<file path="config.mk">
export PLATFORM = sky130hd
export DESIGN_NAME = mem_wb_lsu
export DESIGN_NICKNAME = d
export VERILOG_FILES = /design/src/rtl/mem_wb_lsu_pkg.sv /design/src/rtl/mem_wb_lsu_align.sv /design/src/rtl/mem_wb_lsu.sv
export SDC_FILE = /design/constraint.sdc
export NUM_CORES = 1
export LEC_CHECK = 0
export BUFFER_PORTS_ARGS = -buffer_cell sky130_fd_sc_hd__buf_2
export CAP_MARGIN = 20
export CORE_ASPECT_RATIO = 0.5
export CORE_MARGIN = 3
export CORE_UTILIZATION = 45
export CTS_BUF_LIST = sky130_fd_sc_hd__clkbuf_2
export DETAILED_ROUTE_END_ITERATION = 8
export PLACE_DENSITY = 0.83
export SETUP_SLACK_MARGIN = 0.05
export SYNTH_ARGS = -nofsm -noshare
export SYNTH_HDL_FRONTEND = slang
export SYNTH_SLANG_ARGS = --single-unit
</file>
<file path="constraint.sdc">
create_clock -name clk -period 2 [get_ports clk]
set_clock_uncertainty 0.05 [all_clocks]
set_input_delay 0.4 -clock clk [delete_from_list [all_inputs] [get_ports clk]]
set_output_delay 0.4 -clock clk [all_outputs]
set_load 0.05 [all_outputs]
</file>
<file path="src/rtl/mem_wb_lsu_pkg.sv">
// Shared types for the MEM/WB load-store stage: op encodings, request record, trap causes.
// No logic, no latency.
// No flow control; types only.
package mem_wb_lsu_pkg;

  typedef logic [31:0] rdata_t;
  typedef logic [4:0]  raddr_t;

  typedef enum logic [1:0] {
    NO_LSU    = 2'd0,
    LSU_LOAD  = 2'd1,
    LSU_STORE = 2'd2
  } lsu_op_typ_t;

  // BU/HU are zero-extending loads; stores treat them like B/H
  typedef enum logic [2:0] {
    LSU_B  = 3'd0,
    LSU_H  = 3'd1,
    LSU_W  = 3'd2,
    LSU_BU = 3'd3,
    LSU_HU = 3'd4
  } lsu_width_t;

  typedef struct packed {
    lsu_op_typ_t op_typ;
    lsu_width_t  width;
    logic [31:0] addr;
    logic [31:0] wdata;
  } s_lsu_op_t;

  typedef struct packed {
    rdata_t result;
    raddr_t rd_addr;
    logic   we_rd;
  } s_ex_mem_wb_t;

  typedef struct packed {
    logic [31:0] mcause;
    logic [31:0] mtval;
  } s_trap_info_t;

  typedef enum logic [1:0] {
    IDLE = 2'd0,
    REQ  = 2'd1,
    RESP = 2'd2,
    DONE = 2'd3
  } lsu_fsm_t;

  // Request captured in IDLE and held for the whole transaction
  typedef struct packed {
    logic [31:0] addr;
    logic        we;
    logic [31:0] wdata;
    logic [3:0]  strb;
    lsu_width_t  width;
  } s_lsu_req_t;

  localparam logic [31:0] MCAUSE_LD_MISALIGN = 32'd4;
  localparam logic [31:0] MCAUSE_LD_FAULT    = 32'd5;
  localparam logic [31:0] MCAUSE_ST_MISALIGN = 32'd6;
  localparam logic [31:0] MCAUSE_ST_FAULT    = 32'd7;

endpackage

</file>
<file path="src/rtl/mem_wb_lsu_align.sv">
// Byte-lane helper: alignment check, store strobes/lane replication, load extract and extension.
// Purely combinational, zero latency.
// No flow control.
module mem_wb_lsu_align
  import mem_wb_lsu_pkg::*;
(
  input  lsu_width_t  op_width,
  input  logic [1:0]  op_offs,
  input  logic [31:0] op_wdata,
  output logic        aligned,
  output logic [3:0]  strb,
  output logic [31:0] wdata,
  input  lsu_width_t  ld_width,
  input  logic [1:0]  ld_offs,
  input  logic [31:0] rdata,
  output logic [31:0] ld_data
);

  logic [7:0]  ld_byte;
  logic [15:0] ld_half;

  // Store side: alignment, strobes and data replicated onto every lane
  always_comb begin
    aligned = 1'b1;
    strb    = 4'hF;
    wdata   = op_wdata;
    case (op_width)
      LSU_B, LSU_BU: begin
        strb  = 4'b0001 << op_offs;
        wdata = {4{op_wdata[7:0]}};
      end
      LSU_H, LSU_HU: begin
        aligned = ~op_offs[0];
        strb    = 4'b0011 << op_offs;
        wdata   = {2{op_wdata[15:0]}};
      end
      default: begin
        aligned = (op_offs == 2'b00);
      end
    endcase
  end

  // Load side: pick the addressed byte/half from the full bus word, then extend
  always_comb begin
    case (ld_offs)
      2'd0:    ld_byte = rdata[7:0];
      2'd1:    ld_byte = rdata[15:8];
      2'd2:    ld_byte = rdata[23:16];
      default: ld_byte = rdata[31:24];
    endcase
    ld_half = ld_offs[1] ? rdata[31:16] : rdata[15:0];
    case (ld_width)
      LSU_B:   ld_data = {{24{ld_byte[7]}}, ld_byte};
      LSU_BU:  ld_data = {24'd0, ld_byte};
      LSU_H:   ld_data = {{16{ld_half[15]}}, ld_half};
      LSU_HU:  ld_data = {16'd0, ld_half};
      default: ld_data = rdata;
    endcase
  end

endmodule

</file>
<file path="src/rtl/mem_wb_lsu.sv">
// MEM/WB stage: one load/store at a time on a valid/ready bus, write-back mux, misalign/bus-error traps.
// Zero-wait load: op seen cycle 0, request cycle 1, response cycle 2, DONE cycle 3, RF write cycle 4.
// Holds execute via lsu_bp_o from op acceptance until DONE; request held stable until dreq_ready_i.
module mem_wb_lsu
  import mem_wb_lsu_pkg::*;
#(
  parameter int TIMEOUT_CYC = 256,
  parameter int CNT_W       = (TIMEOUT_CYC > 0) ? $clog2(TIMEOUT_CYC + 1) : 1
) (
  input  logic         clk,
  input  logic         rst,
  input  s_ex_mem_wb_t ex_mem_wb_i,
  input  s_lsu_op_t    lsu_i,
  output logic         lsu_bp_o,
  output rdata_t       wb_value_o,
  output logic         rf_we_o,
  output raddr_t       rf_waddr_o,
  output rdata_t       rf_wdata_o,
  output logic         dreq_valid_o,
  input  logic         dreq_ready_i,
  output logic [31:0]  dreq_addr_o,
  output logic         dreq_we_o,
  output logic [31:0]  dreq_wdata_o,
  output logic [3:0]   dreq_strb_o,
  input  logic         drsp_valid_i,
  input  logic [31:0]  drsp_rdata_i,
  input  logic         drsp_err_i,
  output logic         lsu_trap_o,
  output s_trap_info_t trap_info_o
);

  lsu_fsm_t         state_ff, state_nxt;
  s_lsu_req_t       req_ff;
  logic [CNT_W-1:0] cnt_ff;
  logic             err_ff;
  logic             load_wb_ff;
  logic             kill_ff;
  rdata_t           load_data_ff;

  logic             op_vld;
  logic             op_aligned;
  logic [3:0]       op_strb;
  logic [31:0]      op_wdata;
  rdata_t           ld_ext;
  logic             timeout;
  logic             rsp_hit;
  logic             rsp_err;

  assign op_vld = (lsu_i.op_typ != NO_LSU);

  mem_wb_lsu_align u_align (
    .op_width (lsu_i.width),
    .op_offs  (lsu_i.addr[1:0]),
    .op_wdata (lsu_i.wdata),
    .aligned  (op_aligned),
    .strb     (op_strb),
    .wdata    (op_wdata),
    .ld_width (req_ff.width),
    .ld_offs  (req_ff.addr[1:0]),
    .rdata    (drsp_rdata_i),
    .ld_data  (ld_ext)
  );

  // A silent bus is turned into an error response once the counter reaches the limit
  assign timeout = (TIMEOUT_CYC != 0) && (cnt_ff == CNT_W'(TIMEOUT_CYC));
  assign rsp_hit = drsp_valid_i || timeout;
  assign rsp_err = timeout || drsp_err_i;

  // State register
  always_ff @(posedge clk or negedge rst) begin
    if (!rst) begin
      state_ff <= IDLE;
    end else begin
      state_ff <= state_nxt;
    end
  end

  // Next state, stall and trap outputs
  always_comb begin
    state_nxt   = state_ff;
    lsu_bp_o    = 1'b0;
    lsu_trap_o  = 1'b0;
    trap_info_o = '0;
    case (state_ff)
      IDLE: begin
        if (op_vld) begin
          if (op_aligned) begin
            lsu_bp_o  = 1'b1;
            state_nxt = REQ;
          end else begin
            // Misaligned ops never reach the bus and do not stall execute
            lsu_trap_o         = 1'b1;
            trap_info_o.mcause = (lsu_i.op_typ == LSU_STORE) ? MCAUSE_ST_MISALIGN
                                                             : MCAUSE_LD_MISALIGN;
            trap_info_o.mtval  = lsu_i.addr;
          end
        end
      end
      REQ: begin
        lsu_bp_o = 1'b1;
        if (dreq_ready_i) begin
          state_nxt = RESP;
        end
      end
      RESP: begin
        lsu_bp_o = 1'b1;
        if (rsp_hit) begin
          state_nxt = DONE;
        end
      end
      default: begin
        // DONE: one unstalled cycle lets execute advance past the memory op
        state_nxt = IDLE;
        if (err_ff) begin
          lsu_trap_o         = 1'b1;
          trap_info_o.mcause = req_ff.we ? MCAUSE_ST_FAULT : MCAUSE_LD_FAULT;
          trap_info_o.mtval  = req_ff.addr;
        end
      end
    endcase
  end

  // Request capture, timeout counter, response latch and write-back qualifiers
  always_ff @(posedge clk or negedge rst) begin
    if (!rst) begin
      req_ff       <= '0;
      cnt_ff       <= '0;
      err_ff       <= 1'b0;
      load_wb_ff   <= 1'b0;
      kill_ff      <= 1'b0;
      load_data_ff <= '0;
    end else begin
      // Both flags are single-cycle: they qualify the instruction entering WB next cycle
      load_wb_ff <= (state_ff == DONE) && !req_ff.we && !err_ff;
      kill_ff    <= lsu_trap_o;

      if (state_ff == IDLE && op_vld && op_aligned) begin
        req_ff.addr  <= lsu_i.addr;
        req_ff.we    <= (lsu_i.op_typ == LSU_STORE);
        req_ff.wdata <= op_wdata;
        req_ff.strb  <= op_strb;
        req_ff.width <= lsu_i.width;
      end

      if (state_ff == RESP) begin
        cnt_ff <= cnt_ff + 1'b1;
      end else begin
        cnt_ff <= '0;
      end

      if (state_ff == RESP && rsp_hit) begin
        err_ff       <= rsp_err;
        load_data_ff <= ld_ext;
      end
    end
  end

  assign dreq_valid_o = (state_ff == REQ);
  assign dreq_addr_o  = {req_ff.addr[31:2], 2'b00};
  assign dreq_we_o    = req_ff.we;
  assign dreq_wdata_o = req_ff.wdata;
  assign dreq_strb_o  = req_ff.strb;

  assign wb_value_o = load_wb_ff ? load_data_ff : ex_mem_wb_i.result;
  assign rf_wdata_o = wb_value_o;
  assign rf_waddr_o = ex_mem_wb_i.rd_addr;
  assign rf_we_o    = ex_mem_wb_i.we_rd && (ex_mem_wb_i.rd_addr != '0) && !kill_ff;

endmodule

</file>
==> impl.org <==
** STA
- Adding up every negative setup slack in the final design gives -54.72 ns.
- Of the available clock period, the critical path in the final layout requires 1.403.
- Post-layout min period :: 2.805 ns
- The number of failing hold endpoints at the final stage is 0.
- FMAX :: 0.3565 GHz
- In this run the tightest slew margin relative to its limit is 0.5773.
- Post-route worst setup slack :: -0.8051 ns
- Setup repair after global routing could not meet its margin everywhere.
- The max-slew violation total from the final report is 0.
- At the pin with the least slew margin, the transition time is 0.6320 ns.
- Setup violations remaining at the end of the flow were counted as 168.

** Placed design
- Buffers added on ports :: 318
- Including well taps, the total number of placed cells is 1261.
- DPL Wire Length :: 17130 microns
- Placer Congestion :: 0.8956

** Global routing
- All-Layer GR Usage :: 0.2876
- The initial antenna violation count came to 3.
- Largest net degree at the start of global routing :: 54
- Global routing finished with a remaining overflow of 0.
- Global-route wire length before repair :: 44880 microns
- Vias in the first global route :: 8118

** Pwr
- The internal power of the cells totals 0.01035 W.
- For this design the ratio of total power to cell area is 1718 nW/um^2.
- Post-layout total power :: 0.02152 W
- Leak :: 6.017 nW
- Of the total power, the share spent switching nets is 0.5190.
- The share of total power dissipated in the clock network is 0.090.
- IR analysis of the VDD net gives a maximum drop of 1.162 mV.
- The share of total power dissipated in combinational logic is 0.700.
- Net switching power :: 0.01117 W
- Of the total power, registers draw 0.210.

** Finish
- Registers take 2954 sq um.
- The net count of the finished layout is 1320.
- The area growth from synthesis to layout is 58.43%.
- Area of the multi-input gates :: 4394 sq um
- In the final layout, the share of cells above drive strength 1 is 0.4975.
- Final instance count without filler cells :: 1412
- Filler Cell Count :: 996

** Synth
- Total standard cell area after synthesis :: 7906 sq um
- Number of enable-type register cells in the synthesized netlist :: 0
- Number of synthesis warnings :: 0
- Yosys reg bits :: 118
- Number of instances in the synthesized netlist :: 822
- In this run, distinct cell masters in the synthesized netlist total 54.
- Ys flop type :: sky130_fd_sc_hd__dfrtp_1
- For this run, the register share of the synthesized area comes to 0.3735.
- Post-synthesis area per instance :: 9.618 sq um
- In the synthesized netlist the async set-or-reset flop fraction comes to 1.000.

** Run status
- Status :: finished with violations
- Violations in the final reports :: setup timing

** Detailed routing
- The detailed router placed 8149 vias in this run.
- First-pass iteration count of the detailed router :: 9
- After detailed routing, the number of vias per cell comes to 5.771.
- In this run, the number of DRC markers left after iteration 0 of detailed routing was 631.
- After detailed routing, the average wire length per cell comes to 22.19 microns.
- In the routed design, unresolved DRC markers number 0.
- DRT antenna net count :: 0
- The final layout contains routed wiring with a total length of 31330 microns.

** Setup path
- For the worst setup path, the data required time is 1.55 ns.
- For the worst setup path, the data arrival time is 2.36 ns.
- Critical path type :: flip-flop to output port
- Crit Path Max Fanout :: 8
- The worst setup path is launched from a flip-flop.
- Element type at the critical path end :: output port

** Floorplanning
- Number of rows in the core area :: 33
- The floorplan step defined a die boundary enclosing 19290 sq um.
- Total I/O pin count :: 350
- Initial core utilization :: 0.4705
- Area of the core :: 16800 sq um
- The die is 99.73 microns tall.
- In this run the horizontal extent of the chip is 193.5 microns.

** Job
- Count of maximum capacitance violations :: 0

** Clocking
- TritonCTS Sinks :: 118
- Clock tree synthesis selected as its root buffer the cell sky130_fd_sc_hd__clkbuf_2.
- Clock network latency to the later pin of the worst-skew pair :: 0.66 ns
- Worst-case clock buffer depth :: 2
- Cts bufs inserted :: 17
- TritonCTS built the clock tree.
- H-tree depth :: 4
- Clock slew seen by the registers of the worst setup and hold paths :: 0.24 ns

** Min path
- The path class of the tightest hold or removal check is input pin to async pin.
==> cell usage after synthesis, drive strengths merged (4+ instances only) <==
| master | number | area (sq um) |
|---|---|---|
| buf | 165 | 1195 |
| dfrtp | 118 | 2953 |
| mux2 | 76 | 859.6 |
| nand2 | 70 | 262.8 |
| a21oi | 63 | 315.3 |
| nor2 | 53 | 198.9 |
| a22o | 32 | 280.3 |
| o21ai | 31 | 155.1 |
| mux2i | 25 | 250.2 |
| clkbuf | 24 | 90.09 |
| a31oi | 22 | 137.6 |
| inv | 17 | 63.81 |
| a2bb2oi | 16 | 140.1 |
| o31ai | 15 | 112.6 |
| nand3 | 11 | 55.05 |
| a211oi | 8 | 65.06 |
| mux4 | 8 | 180.2 |
| ha | 7 | 87.58 |
| o32a | 7 | 70.07 |
| and2 | 6 | 37.54 |
| nor2b | 6 | 45.04 |
| nand2b | 5 | 31.28 |
| nor3b | 4 | 46.29 |
| xnor2 | 4 | 35.03 |
==> cells in the final DEF (no fill, tap or decap), drive strengths merged, types with 3 or more instances in the layout <==
cell type | Yosys | routed
xnor2 | 4 | 4
mux2 | 76 | 76
o31ai | 15 | 15
a21o | 3 | 3
dlygate4sd3 | 0 | 78
nand3 | 11 | 11
nor3b | 4 | 4
xor2 | 3 | 3
diode | 0 | 3
nor2 | 53 | 53
nand2 | 70 | 70
o32a | 7 | 7
clkbuf | 24 | 37
and2 | 6 | 6
nand2b | 5 | 5
dfrtp | 118 | 118
mux4 | 8 | 8
ha | 7 | 7
clkinv | 0 | 8
nor2b | 6 | 6
o21ai | 31 | 31
buf | 165 | 389
bufinv | 0 | 4
a21boi | 3 | 3
mux2i | 25 | 25
a22o | 32 | 32
a2bb2oi | 16 | 16
or3 | 3 | 3
conb | 1 | 31
a21oi | 63 | 63
inv | 17 | 19
or2 | 3 | 3
a31oi | 22 | 22
a211oi | 8 | 8
==> stage by stage <==
| stage | hold WS, ns | setup WS [ns] | utilization | cell area (sq um) |
|---|---|---|---|---|
| after global routing | -0.005916 | -0.9218 | 0.7454 | 12530 |
| after floorplan | 0.05441 | -0.08903 | - | 8362 |
| after detailed placement | 0.2485 | -0.3979 | 0.5615 | 9435 |
| final | 0.03297 | -0.8051 | 0.7454 | 12530 |
| after CTS | 0.004472 | -0.7621 | 0.7248 | 12180 |
| after global placement | 0.2476 | -0.3261 | 0.5615 | 9435 |
==> final timing paths <==
path	start	to	slack, ns	depth (start not counted)
setup / recovery	state_ff[1]$_DFFE_PN0P_	trap_info_o[16]	-0.81	9
hold / removal	rst	load_data_ff[10]$_DFFE_PN0P_	0.03	2
setup reg to reg	state_ff[1]$_DFFE_PN0P_	dreq_wdata_o[10]$_DFFE_PN0P_	-0.23	12
hold reg to reg	dreq_we_o$_DFFE_PN0P_	load_wb_ff$_DFF_PN0_	0.45	1
max in group asynchronous	rst	load_wb_ff$_DFF_PN0_	1.23	3
min in group clk	drsp_rdata_i[18]	load_data_ff[18]$_DFFE_PN0P_	0.04	3
==> routing by layer <==
layer,GRT usage,up-vias,part of all wire
met4,0.1260,0,0.053
li1,-,3460,-
met3,0.05922,158,0.082
met2,0.5062,608,0.49
met5,0,-,0
met1,0.3464,3923,0.37
==> worst max-delay path, cell delays in order, from the launching register on <==
cell and delay (ns):
sky130_fd_sc_hd__dfrtp_1 0.46, sky130_fd_sc_hd__inv_2 0.10, sky130_fd_sc_hd__ha_4 0.15, sky130_fd_sc_hd__o21ai_4 0.07, sky130_fd_sc_hd__nor3b_4 0.23, sky130_fd_sc_hd__buf_6 0.15, sky130_fd_sc_hd__buf_6 0.11, sky130_fd_sc_hd__buf_16 0.13
sky130_fd_sc_hd__a22o_4 0.15, sky130_fd_sc_hd__buf_8 0.14
==> flip-flops by register name, summed over array words and instances, names as in the netlist, 2 cells and up <==
register      count
load_data_ff     32
dreq_strb_o       4
cnt_ff            9
state_ff          2
dreq_addr_o      30
req_ff            5
dreq_wdata_o     32
==> repair_timing <==
action,CTS,global route
setup buffers,17,11
pin swaps,15,18
hold buffers,76,2
setup endpoints to repair,162,203
endpoints found under the hold margin,191,2
cloned,11,8
gates resized for setup,366,63
==> power groups by stage <==
stage | Clock (W) | Combinational, W | Sequential (W)
6_report | 0.00193 | 0.0151 | 0.00453
3_3_place_gp | 0 | 0.0113 | 0.00435
3_5_place_dp | 0 | 0.0115 | 0.00439
4_1_cts | 0.00193 | 0.0142 | 0.00440
2_1_floorplan | 0 | 0.0103 | 0.00414
5_1_grt | 0.00204 | 0.0156 | 0.00464
==> logic make-up (layout without fill, tap and decap cells) <==
logic type	count (synthesis)	count (layout)	synth area share
AO/OA/AOI/OAI	207	207	0.1760
XOR/XNOR	7	7	0.007755
adder cells (fa/ha/maj)	8	8	0.01234
buffers and inverters	206	536	0.1706
flip-flops	118	118	0.3735
multiplexers	109	109	0.1632
other	1	34	0.0004743
AND/OR/NAND/NOR	166	166	0.09622
==> final cells by class <==
type,count,area share
antenna,3,0.0005993
clock buffer,17,0.006793
clock inverter,15,0.01618
inverter,17,0.005094
multi-input combinational,528,0.3508
sequential,118,0.2358
tap,227,0.02267
timing repair buffer,487,0.3620
(Power assumes the default switching activity.)
